$ cat config.mk
export PLATFORM = sky130hd
export DESIGN_NAME = seg7_scan_display
export DESIGN_NICKNAME = d
export VERILOG_FILES = /design/src/rtl/seg7_scan_display_pkg.sv /design/src/rtl/btn_debounce.sv /design/src/rtl/seg7_scan_display.sv
export SDC_FILE = /design/constraint.sdc
export NUM_CORES = 1
export LEC_CHECK = 0
export CAP_MARGIN = 30
export CORE_MARGIN = 4
export CORE_UTILIZATION = 57
export CTS_CLUSTER_DIAMETER = 150
export CTS_CLUSTER_SIZE = 12
export DETAILED_ROUTE_END_ITERATION = 12
export PLACE_DENSITY_LB_ADDON = 0.1
export SYNTH_ARGS = -nofsm -noshare
export SYNTH_HDL_FRONTEND = slang
export SYNTH_SLANG_ARGS = --single-unit
$ cat constraint.sdc
create_clock -name clock -period 3.3 [get_ports clock]
set_input_delay 0.66 -clock clock [delete_from_list [all_inputs] [get_ports clock]]
set_output_delay 0.66 -clock clock [all_outputs]
set_load 0.05 [all_outputs]
$ cat src/rtl/seg7_scan_display_pkg.sv
// Shared constants for the seven-segment scan display: active-low segment
// codes, blank/off patterns and the default register-select wrap point.
package seg7_scan_display_pkg;

    localparam logic [6:0] SEG_0 = 7'h40;
    localparam logic [6:0] SEG_1 = 7'h79;
    localparam logic [6:0] SEG_2 = 7'h24;
    localparam logic [6:0] SEG_3 = 7'h30;
    localparam logic [6:0] SEG_4 = 7'h19;
    localparam logic [6:0] SEG_5 = 7'h12;
    localparam logic [6:0] SEG_6 = 7'h02;
    localparam logic [6:0] SEG_7 = 7'h78;
    localparam logic [6:0] SEG_8 = 7'h00;
    localparam logic [6:0] SEG_9 = 7'h10;
    localparam logic [6:0] SEG_A = 7'h08;
    localparam logic [6:0] SEG_B = 7'h03;
    localparam logic [6:0] SEG_C = 7'h46;
    localparam logic [6:0] SEG_D = 7'h21;
    localparam logic [6:0] SEG_E = 7'h06;
    localparam logic [6:0] SEG_F = 7'h0E;

    localparam logic [6:0] SEG_BLANK = 7'h7F;
    localparam logic [7:0] AN_OFF    = 8'hFF;

    localparam int SEL_MAX_DEFAULT = 16;

    function automatic logic [6:0] hex_to_seg(input logic [3:0] nibble);
        logic [6:0] code;
        case (nibble)
            4'h0: code = SEG_0;
            4'h1: code = SEG_1;
            4'h2: code = SEG_2;
            4'h3: code = SEG_3;
            4'h4: code = SEG_4;
            4'h5: code = SEG_5;
            4'h6: code = SEG_6;
            4'h7: code = SEG_7;
            4'h8: code = SEG_8;
            4'h9: code = SEG_9;
            4'hA: code = SEG_A;
            4'hB: code = SEG_B;
            4'hC: code = SEG_C;
            4'hD: code = SEG_D;
            4'hE: code = SEG_E;
            default: code = SEG_F;
        endcase
        return code;
    endfunction

endpackage

$ cat src/rtl/btn_debounce.sv
// Push-button conditioner: two-flop synchroniser, stability counter and a
// registered single-cycle pulse on each accepted press.
module btn_debounce #(
    parameter int DEBOUNCE_CYCLES = 1000000
) (
    input  logic clock,
    input  logic resetn,
    input  logic raw,
    output logic press
);

    localparam int CW = (DEBOUNCE_CYCLES > 2) ? $clog2(DEBOUNCE_CYCLES) : 1;
    localparam logic [CW-1:0] CNT_LAST = CW'(DEBOUNCE_CYCLES - 1);

    logic          s1;
    logic          s2;
    logic          stable;
    logic [CW-1:0] cnt;

    always_ff @(posedge clock) begin
        if (resetn) begin
            s1     <= 1'b0;
            s2     <= 1'b0;
            stable <= 1'b0;
            cnt    <= '0;
            press  <= 1'b0;
        end else begin
            s1    <= raw;
            s2    <= s1;
            press <= 1'b0;
            if (s2 == stable) begin
                cnt <= '0;
            end else if (cnt == CNT_LAST) begin
                // Accept the new level; only a rising acceptance is a press.
                stable <= s2;
                cnt    <= '0;
                press  <= s2;
            end else begin
                cnt <= cnt + 1'b1;
            end
        end
    end

endmodule

$ cat src/rtl/seg7_scan_display.sv
// Multiplexed 8-digit hex display of the CPU register-view word, plus the
// button-driven register select that feeds back into the CPU.
module seg7_scan_display
    import seg7_scan_display_pkg::*;
#(
    parameter int SCAN_DIV        = 100000,
    parameter int DEBOUNCE_CYCLES = 1000000,
    parameter int SEL_MAX         = SEL_MAX_DEFAULT
) (
    input  logic        clock,
    input  logic        resetn,
    input  logic [31:0] value,
    input  logic        btn_next,
    input  logic        btn_prev,
    output logic [4:0]  sel_num,
    output logic [7:0]  an,
    output logic [6:0]  seg
);

    localparam int PW = (SCAN_DIV > 2) ? $clog2(SCAN_DIV) : 1;
    localparam logic [PW-1:0] PRE_LAST = PW'(SCAN_DIV - 1);
    localparam logic [4:0]    SEL_TOP  = 5'(SEL_MAX);

    logic [PW-1:0] pre;
    logic          tick;
    logic [2:0]    idx;
    logic [2:0]    idx_next;
    logic [31:0]   shadow;
    logic [3:0]    nibble;
    logic          next_pulse;
    logic          prev_pulse;

    btn_debounce #(.DEBOUNCE_CYCLES(DEBOUNCE_CYCLES)) u_next (
        .clock  (clock),
        .resetn (resetn),
        .raw    (btn_next),
        .press  (next_pulse)
    );

    btn_debounce #(.DEBOUNCE_CYCLES(DEBOUNCE_CYCLES)) u_prev (
        .clock  (clock),
        .resetn (resetn),
        .raw    (btn_prev),
        .press  (prev_pulse)
    );

    assign tick     = (pre == PRE_LAST);
    assign idx_next = idx + 3'd1;

    // Digit 0 reads the live word on the same edge it is latched, so the
    // whole frame comes from one snapshot.
    always_comb begin
        nibble = shadow[{idx_next, 2'b00} +: 4];
        if (idx_next == 3'd0) begin
            nibble = value[3:0];
        end
    end

    always_ff @(posedge clock) begin
        if (resetn) begin
            pre    <= '0;
            idx    <= 3'd7;
            an     <= AN_OFF;
            seg    <= SEG_BLANK;
            shadow <= '0;
        end else begin
            pre <= tick ? '0 : pre + 1'b1;
            if (tick) begin
                idx <= idx_next;
                an  <= ~(8'd1 << idx_next);
                seg <= hex_to_seg(nibble);
                if (idx_next == 3'd0) begin
                    shadow <= value;
                end
            end
        end
    end

    always_ff @(posedge clock) begin
        if (resetn) begin
            sel_num <= 5'd0;
        end else begin
            case ({next_pulse, prev_pulse})
                2'b10:   sel_num <= (sel_num == SEL_TOP) ? 5'd0 : sel_num + 5'd1;
                2'b01:   sel_num <= (sel_num == 5'd0) ? SEL_TOP : sel_num - 5'd1;
                default: sel_num <= sel_num;
            endcase
        end
    end

endmodule

-- Yosys cells after proc, flatten, opt, wreduce, memory -nomap -nowiden
Memories as Yosys holds them, arrays and structs flattened. A register that Yosys moved wholly into a read port is not among the register bits.
Cells that the tools add are included.
- word-level logic and storage cells: 52
- ROM bits: 112
- memories kept: 1
- output and inout port bits: 20
- bits of input ports: 36
- bits in registers: 113
- eq/ne operators: 8
- reductions and logical operators: 11
- add/sub/neg operators: 6
- multiplexer cells: 4
- shift operators: 2
- bitwise logic cells: 5
- memory list (memory ; words ; bits a word ; rd ports ; clocked after memory_dff ; write ports ; RTL line ; RTL):
    (no name shown) ; 16 ; 7 ; 1 ; 1 ; 0 ; seg7_scan_display_pkg.sv:29 ; case (nibble)
- operator list (operator ; number):
    20-bit by 1-bit adder with 20-bit output (second input constant) ; 2
    20-bit == test (second input constant) ; 2
    32-bit by 6-bit variable part select with 4-bit output ; 1
    17-bit by 1-bit adder with 17-bit output (second input constant) ; 1
    17-bit == test (second input constant) ; 1
    3-bit OR reduction ; 4
    5-bit two-way mux ; 2
    5-bit case mux with 2 select lines ; 1
    8-bit NOT ; 1
    1-bit by 3-bit left shift with 8-bit output (first input constant) ; 1
    2-bit AND reduction ; 3
    5-bit by 1-bit adder with 5-bit output (second input constant) ; 1
    5-bit == test (second input constant) ; 1
    5-bit zero test ; 1
    5-bit by 1-bit subtractor with 5-bit output (second input constant) ; 1
    4-bit two-way mux ; 1
    1-bit NOT ; 4
    3-bit by 1-bit adder with 3-bit output (second input constant) ; 1
    3-bit zero test ; 1
    1-bit == test ; 2
    2-bit by 1-bit == test with 1-bit output (second input constant) ; 1
    2-bit == test (second input constant) ; 1
    2-bit nonzero test ; 1
    2-bit OR reduction ; 1

-- Longest topological paths before layout
Gate-level depths: netlist (run 1).
- depth after elaboration: 3
- depth in mapped cells: 14
- mapped depth without buffers: 11

-- By module
Synthesis (run 1) repeated with hierarchy kept, for this count alone.
- cell total of the unflattened synthesis: 626
- area total of the unflattened synthesis: 5661.7 um^2
- by module, submodules not included (module ; seq. area each (um^2) ; area an instance (um^2) ; times used ; cells an instance):
    seg7_scan_display ; 1441.4 ; 3504.6 ; 1 ; 378
    btn_debounce ; 480.5 ; 1078.5 ; 2 ; 124

-- Worst setup path before layout (run 1)
Ideal clock, no wire load.
- kind: reg2reg
- from: reg idx[0]
- to: reg seg[5]
- setup time: 124 ps
- buffers on the path: 3
- period minus slack after synthesis: 2888 ps
- data arrival time: 2763 ps
- slack: 412 ps
- stages on the path, launching flop included: 13
- required time: 3176 ps
- cells stage by stage: dfxtp_1 -> buf_6 -> inv_1 -> ha_1 -> buf_6 -> buf_6 -> mux4_1 -> o22ai_2 -> inv_1 -> ha_1 -> mux2i_1 -> nor2_1 -> a2111o_1
- longest elaborated chain between the ends: 3
- elaborated cells between the ends (all ways): 4
- classes of those cells: 1 x add/sub; 1 x shift; 1 x mux; 1 x reduce/logical
- RTL lines (what ; RTL line ; RTL):
    start, declared ; seg7_scan_display.sv:26 ; logic [2:0] idx;
    start signal, assigned ; seg7_scan_display.sv:69 ; idx <= idx_next;
    3-bit by 1-bit adder with 3-bit output * ; seg7_scan_display.sv:48 ; assign idx_next = idx + 3'd1;
    named net idx_next[0] ; seg7_scan_display.sv:27 ; logic [2:0] idx_next;
    32-bit by 6-bit variable part select with 4-bit output / 3-bit zero test (equally long branches) ; seg7_scan_display.sv:53, seg7_scan_display.sv:54 ;
    4-bit two-way mux * ; seg7_scan_display.sv:54 ; if (idx_next == 3'd0) begin
    end, declared ; seg7_scan_display.sv:17 ; output logic [6:0] seg
Mark *: on every way through the listed nets, which the timed path passes. The rest lies on a longest branch.
A chain may end at the register's enable or synchronous reset.

-- Final worst setup path (run 1)
- from: reg idx[1]
- to: reg seg[5]
The elaborated chain is that of the path after synthesis.

==> results of run 1 <==
area by class of cell:
| cell class | count | area (um2) |
|---|---|---|
| fill | 728 | 2760 |
| inverter | 16 | 60.1 |
| clock inverter | 8 | 72.6 |
| multi-input combinational | 435 | 2900 |
| tap | 129 | 161 |
| timing repair buffer | 61 | 591 |
| sequential | 120 | 2400 |
| clock buffer | 22 | 473 |
cells by family (layout without fill, tap and decap cells):
logic type      after synthesis  after routing
simple gates                252            252
flops                       120            120
compound gates               60             60
xor+xnor                     55             55
mux                          51             51
buf+inv                      47            107
fa+ha+maj                    17             17
power groups by stage:
| stage | clock network, W | registers, W | logic (W) |
|---|---|---|---|
| global placement | 0 | 0.00149 | 0.000106 |
| detailed placement | 0 | 0.00149 | 0.000108 |
| floorplan | 0 | 0.00149 | 0.0000551 |
| global route | 0.00178 | 0.00146 | 0.000118 |
| finish | 0.00169 | 0.00146 | 0.000108 |
| CTS | 0.00171 | 0.00146 | 0.000109 |
per-stage QoR:
step | cell area (um2) | hold WS (ns)
after floorplan | 5610 | 0.413
after global placement | 6100 | 0.424
after detailed placement | 6100 | 0.428
after CTS | 6650 | 0.442
after global routing | 6660 | 0.464
final | 6660 | 0.438
synthesized netlist by cell type (12+ instances only):
| master | number | area share |
|---|---|---|
| mux2i_1 | 47 | 0.084 |
| and3_1 | 12 | 0.013 |
| xnor2_1 | 18 | 0.028 |
| a21oi_1 | 14 | 0.012 |
| o21ai_0 | 19 | 0.017 |
| ha_1 | 17 | 0.038 |
| nand3_1 | 32 | 0.029 |
| inv_1 | 16 | 0.011 |
| xor2_1 | 37 | 0.058 |
| nor2_1 | 112 | 0.075 |
| nand2_1 | 26 | 0.017 |
| dfxtp_1 | 120 | 0.43 |
worst max-delay path: cells and delay by family, from the launching register on:
family                   cells  cell delay [ns]
buffers and inverters        2             0.25
multiplexers                 2             0.80
AO/OA/AOI/OAI                2             0.68
adder cells (fa/ha/maj)      2             0.75
flip-flops                   1             0.38
AND/OR/NAND/NOR              1             0.05
layer usage:
layer | routed length, um | global-route usage
met3 | 449 | 0.0722
met2 | 5680 | 0.336
met1 | 5010 | 0.248
met4 | 202 | 0.0822
met5 | 0 | 0
flip-flops by register name, summed over array words and instances (netlist names):
register and flops:
shadow 32, u_next.cnt 20, u_prev.cnt 20, pre 17, an 8, seg 7
sel_num 5, idx 3, u_next.press 1, u_next.s1 1, u_next.s2 1, u_next.stable 1
u_prev.press 1, u_prev.s1 1, u_prev.s2 1, u_prev.stable 1
worst max-delay path by stage:
stage,slack (ns),depth (start not counted),to
3_5_place_dp,0.22,9,seg[5]
3_3_place_gp,0.38,9,seg[5]
4_1_cts,0.12,9,seg[5]
6_report,0.26,9,seg[5]
5_1_grt,0.16,9,seg[5]
2_1_floorplan,0.41,12,seg[5]
repair_timing:
| item | CTS | global route |
|---|---|---|
| hold buffers | 0 | 0 |
| gates resized for setup | 0 | 1 |
| endpoints found under the hold margin | 0 | 0 |
| setup buffers | 0 | 0 |
| endpoints found under the setup margin | 0 | 2 |
==> results.sh, run 1 <==
export IMPL_synth_warnings=0
export IMPL_synth_top_family_by_area="simple AND/OR/NAND/NOR gates"
export IMPL_synth_mux_area_frac=0.102
export IMPL_cts_sinks=120
export IMPL_hold_path_class="reg -> reg"
export IMPL_core_mm2=0.00942
export IMPL_hold_viol_final=0
export IMPL_routed_wl_mm=11.3
export IMPL_worstSetupPathType="reg -> reg"
export IMPL_grt_antenna_before_repair=0
export IMPL_cts_made_buffers=17
export IMPL_r2r_cells=9
export IMPL_diodes=0
export IMPL_comb_power_share=0.033
export IMPL_nets=704
export IMPL_fin_crit_sh=0.920
export IMPL_layout_common_cells="dfxtp_1 (120), nor2_1 (112), clkdlybuf4s50_1 (54)"
export IMPL_vdd_drop_max_mv=0.470
export IMPL_insertion_delay_ns=0.52
export IMPL_fin_setup_tns_ns=0
export IMPL_synth_compound_area_frac=0.0700
export IMPL_setup_viol=0
export IMPL_port_buffers=55
export IMPL_p_per_area_mw_per_mm2=489
export IMPL_start_util=0.596
export IMPL_start_kind="register"
export IMPL_drtIter0Drc=167
export IMPL_synth_xor_area_frac=0.0858
export IMPL_whs_endpoint="u_prev.s2"
export IMPL_dp_cells=761
export IMPL_r2r_setup_slack_ns=0.26
export IMPL_io_pins=56
export IMPL_syn_to_final_growth_pct=18.6
export IMPL_drv_slew=0
export IMPL_num_rows=35
export IMPL_drc=0
export IMPL_cts_buffer_depth=2
export IMPL_path_cells="inv_1 > ha_1 > mux4_1 > o22ai_2 > inv_1 > ha_1 > mux2i_1 > nor2_1 > a2111o_1"
export IMPL_clkTransAtPathRegs_ns=0.06
export IMPL_power_switching_w=0.000682
export IMPL_p_leak_nw=2.42
export IMPL_synthFlopType="dfxtp_1"
export IMPL_r2r_end="seg[5]"
export IMPL_max_slew_margin_rel=0.556
export IMPL_clock_root_buffer="clkbuf_8"
export IMPL_sw_frac_of_total=0.209
export IMPL_overflow=0
export IMPL_die_area_mm2=0.0115
export IMPL_drive_above_1_share=0.0725
export IMPL_cp_slowest_stage_delay_ns=0.65
export IMPL_postLayoutCoreUtil=0.707
export IMPL_end_kind="register"
export IMPL_synth_area_mm2=0.00561
export IMPL_wire_per_inst_um=14.3
export IMPL_syn_num_nets=655
export IMPL_stdcell_count=791
export IMPL_hpwl_mm=7.66
export IMPL_crit_path_start="idx[1]"
export IMPL_fin_worst_skew_ns=0.00743
export IMPL_worstPathRequired_ns=3.70
export IMPL_gp_congestion=0.924
export IMPL_arrival_ns=3.44
export IMPL_vias=4236
export IMPL_max_freq_mhz=329
export IMPL_layout_setup_ws_ns=0.263
export IMPL_hold_depth=1
export IMPL_worst_path_max_delay_cell="mux4_1"
export IMPL_fp_dieH_um=107
export IMPL_hp_start="u_prev.s1"
export IMPL_rsz0062_at_grt="no"
export IMPL_htreeDepth=4
export IMPL_outcome="finished clean"
export IMPL_ys_types=58
export IMPL_synth_simple_area_share=0.219
export IMPL_dieWidth_um=107
export IMPL_grt_max_degree=37
export IMPL_first_global_vias=4108
export IMPL_worst_pin_slew_ns=0.666
export IMPL_viasPerCell=5.36
export IMPL_firstDrtPassIters=4
export IMPL_synth_seq_cells=120
export IMPL_crit_reg2reg_launch="idx[1]"
export IMPL_mostFrequentLayoutCell="dfxtp_1"
export IMPL_clkPwrFrac=0.519
export IMPL_total_power_w=0.00326
export IMPL_grt_usage=0.206
export IMPL_synthArstFlopShare=0
export IMPL_power_frac_seq=0.448
export IMPL_p_int_w=0.00258
export IMPL_ys_seq_area_frac=0.428
export IMPL_ant_nets=0
export IMPL_maxCapViolCount=0
export IMPL_syn_area_per_cell_um2=9.32
export IMPL_pre_cts_slack_ns=0.217
export IMPL_cts_tree="yes"
export IMPL_syn_inst=602
export IMPL_fin_crit_ns=3.04
export IMPL_yosys_area_share_adder=0.0379
export IMPL_grt_first_pass_wirelength_mm=19.0
export IMPL_cp_max_fo=6
export IMPL_synth_edff_count=0
No activity file was read; power rests on OpenSTA's default activity.
==> inputs of run 2 (changes only) <==
- CORE_MARGIN: 4 -> 2
==> results.sh, run 2 (synthesis results as in run 1) <==
export IMPL_worst_pin_slew_ns=0.656
export IMPL_insertion_delay_ns=0.52
export IMPL_drive_above_1_share=0.0636
export IMPL_end_kind="register"
export IMPL_ant_nets=0
export IMPL_io_pins=56
export IMPL_firstDrtPassIters=4
export IMPL_dieWidth_um=103
export IMPL_maxCapViolCount=0
export IMPL_dp_cells=764
export IMPL_stdcell_count=793
export IMPL_grt_first_pass_wirelength_mm=17.8
export IMPL_layout_common_cells="dfxtp_1 (120), nor2_1 (112), clkdlybuf4s50_1 (54)"
export IMPL_postLayoutCoreUtil=0.686
export IMPL_die_area_mm2=0.0107
export IMPL_top_register="shadow"
export IMPL_max_freq_mhz=333
export IMPL_p_per_area_mw_per_mm2=489
export IMPL_grt_usage=0.215
export IMPL_hold_viol_final=0
export IMPL_core_mm2=0.00968
export IMPL_cts_tree="yes"
export IMPL_arrival_ns=3.41
export IMPL_worstSetupPathType="reg -> reg"
export IMPL_rsz0062_at_grt="no"
export IMPL_nets=703
export IMPL_drtIter0Drc=173
export IMPL_mostFrequentLayoutCell="dfxtp_1"
export IMPL_hpwl_mm=7.52
export IMPL_overflow=0
export IMPL_start_kind="register"
export IMPL_drc=0
export IMPL_routed_wl_mm=11.0
export IMPL_cts_buffer_depth=2
export IMPL_vdd_drop_max_mv=0.413
export IMPL_worstPathRequired_ns=3.70
export IMPL_fp_dieH_um=103
export IMPL_grt_max_degree=44
export IMPL_outcome="finished clean"
export IMPL_hold_path_class="reg -> reg"
export IMPL_drv_slew=0
export IMPL_largest_reg_flops=32
export IMPL_p_leak_nw=2.42
export IMPL_fin_worst_skew_ns=0.00594
export IMPL_cts_sinks=120
export IMPL_post_cts_buffers=0
export IMPL_cts_repair_resized=0
export IMPL_cts_hold_buf=0
export IMPL_fin_setup_tns_ns=0
export IMPL_clkTransAtPathRegs_ns=0.05
export IMPL_clock_root_buffer="clkbuf_8"
export IMPL_nFillCells=802
export IMPL_first_global_vias=3938
export IMPL_reg_top3="shadow: 32 flops, u_next.cnt: 20 flops, u_prev.cnt: 20 flops"
export IMPL_max_slew_margin_rel=0.562
export IMPL_diodes=0
export IMPL_cp_max_fo=5
export IMPL_port_buffers=55
export IMPL_viasPerCell=5.33
export IMPL_start_util=0.580
export IMPL_fin_crit_ns=3.01
export IMPL_gp_congestion=0.850
export IMPL_cts_made_buffers=17
export IMPL_grt_antenna_before_repair=0
export IMPL_htreeDepth=4
export IMPL_setup_viol=0
export IMPL_fin_crit_sh=0.911
export IMPL_vias=4223
export IMPL_syn_to_final_growth_pct=18.3
export IMPL_num_rows=36
export IMPL_wire_per_inst_um=13.9
## run 2: cell type report
type | instances | area (um2) | share of cell area
sequential | 120 | 2400 | 0.362
tap | 133 | 166 | 0.0251
clock inverter | 3 | 40.0 | 0.00603
multi-input combinational | 435 | 2890 | 0.435
timing repair buffer | 60 | 583 | 0.0878
clock buffer | 26 | 498 | 0.0750
inverter | 16 | 60.1 | 0.00905
## run 2: per-layer routing
| layer | wire (um) | share of wire | track usage | vias up |
|---|---|---|---|---|
| met5 | 0 | 0 | 0 | - |
| met4 | 155 | 0.014 | 0.0719 | 0 |
| met3 | 338 | 0.031 | 0.0679 | 13 |
| met2 | 5340 | 0.48 | 0.354 | 54 |
| met1 | 5170 | 0.47 | 0.268 | 2005 |
| li1 | - | - | - | 2151 |
## run 2: worst max-delay path: stages (launching register included)
cell and delay (ns):
dfxtp_1 0.38, inv_1 0.09, ha_1 0.36, mux4_1 0.58, o22ai_1 0.40, inv_1 0.17, ha_1 0.29, mux2i_1 0.18
nor2_1 0.06, a2111o_1 0.37
## run 2: final timing paths
kind           from     end  slack, ns  cells after the start
max reg2reg  idx[1]  seg[5]       0.29                      9
min          pre[0]  pre[0]       0.44                      1
min reg2reg  pre[0]  pre[0]       0.44                      1
max          idx[1]  seg[5]       0.29                      9
## run 2: report_power, final
part           switching (W)  total, W  internal, W
Combinational      0.0000496  0.000106    0.0000566
Clock               0.000600   0.00168      0.00108
Sequential        0.00000419   0.00146      0.00146
Total               0.000654   0.00325      0.00260
## run 2: per-stage QoR
step | hold slack (ns) | setup WS [ns] | power (W) | instance area, um2
5_1_grt | 0.458 | 0.170 | 0.00335 | 6640
2_1_floorplan | 0.413 | 0.412 | 0.00154 | 5610
3_3_place_gp | 0.423 | 0.471 | 0.00159 | 6100
6_report | 0.441 | 0.294 | 0.00325 | 6640
3_5_place_dp | 0.434 | 0.305 | 0.00160 | 6100
4_1_cts | 0.447 | 0.297 | 0.00327 | 6640
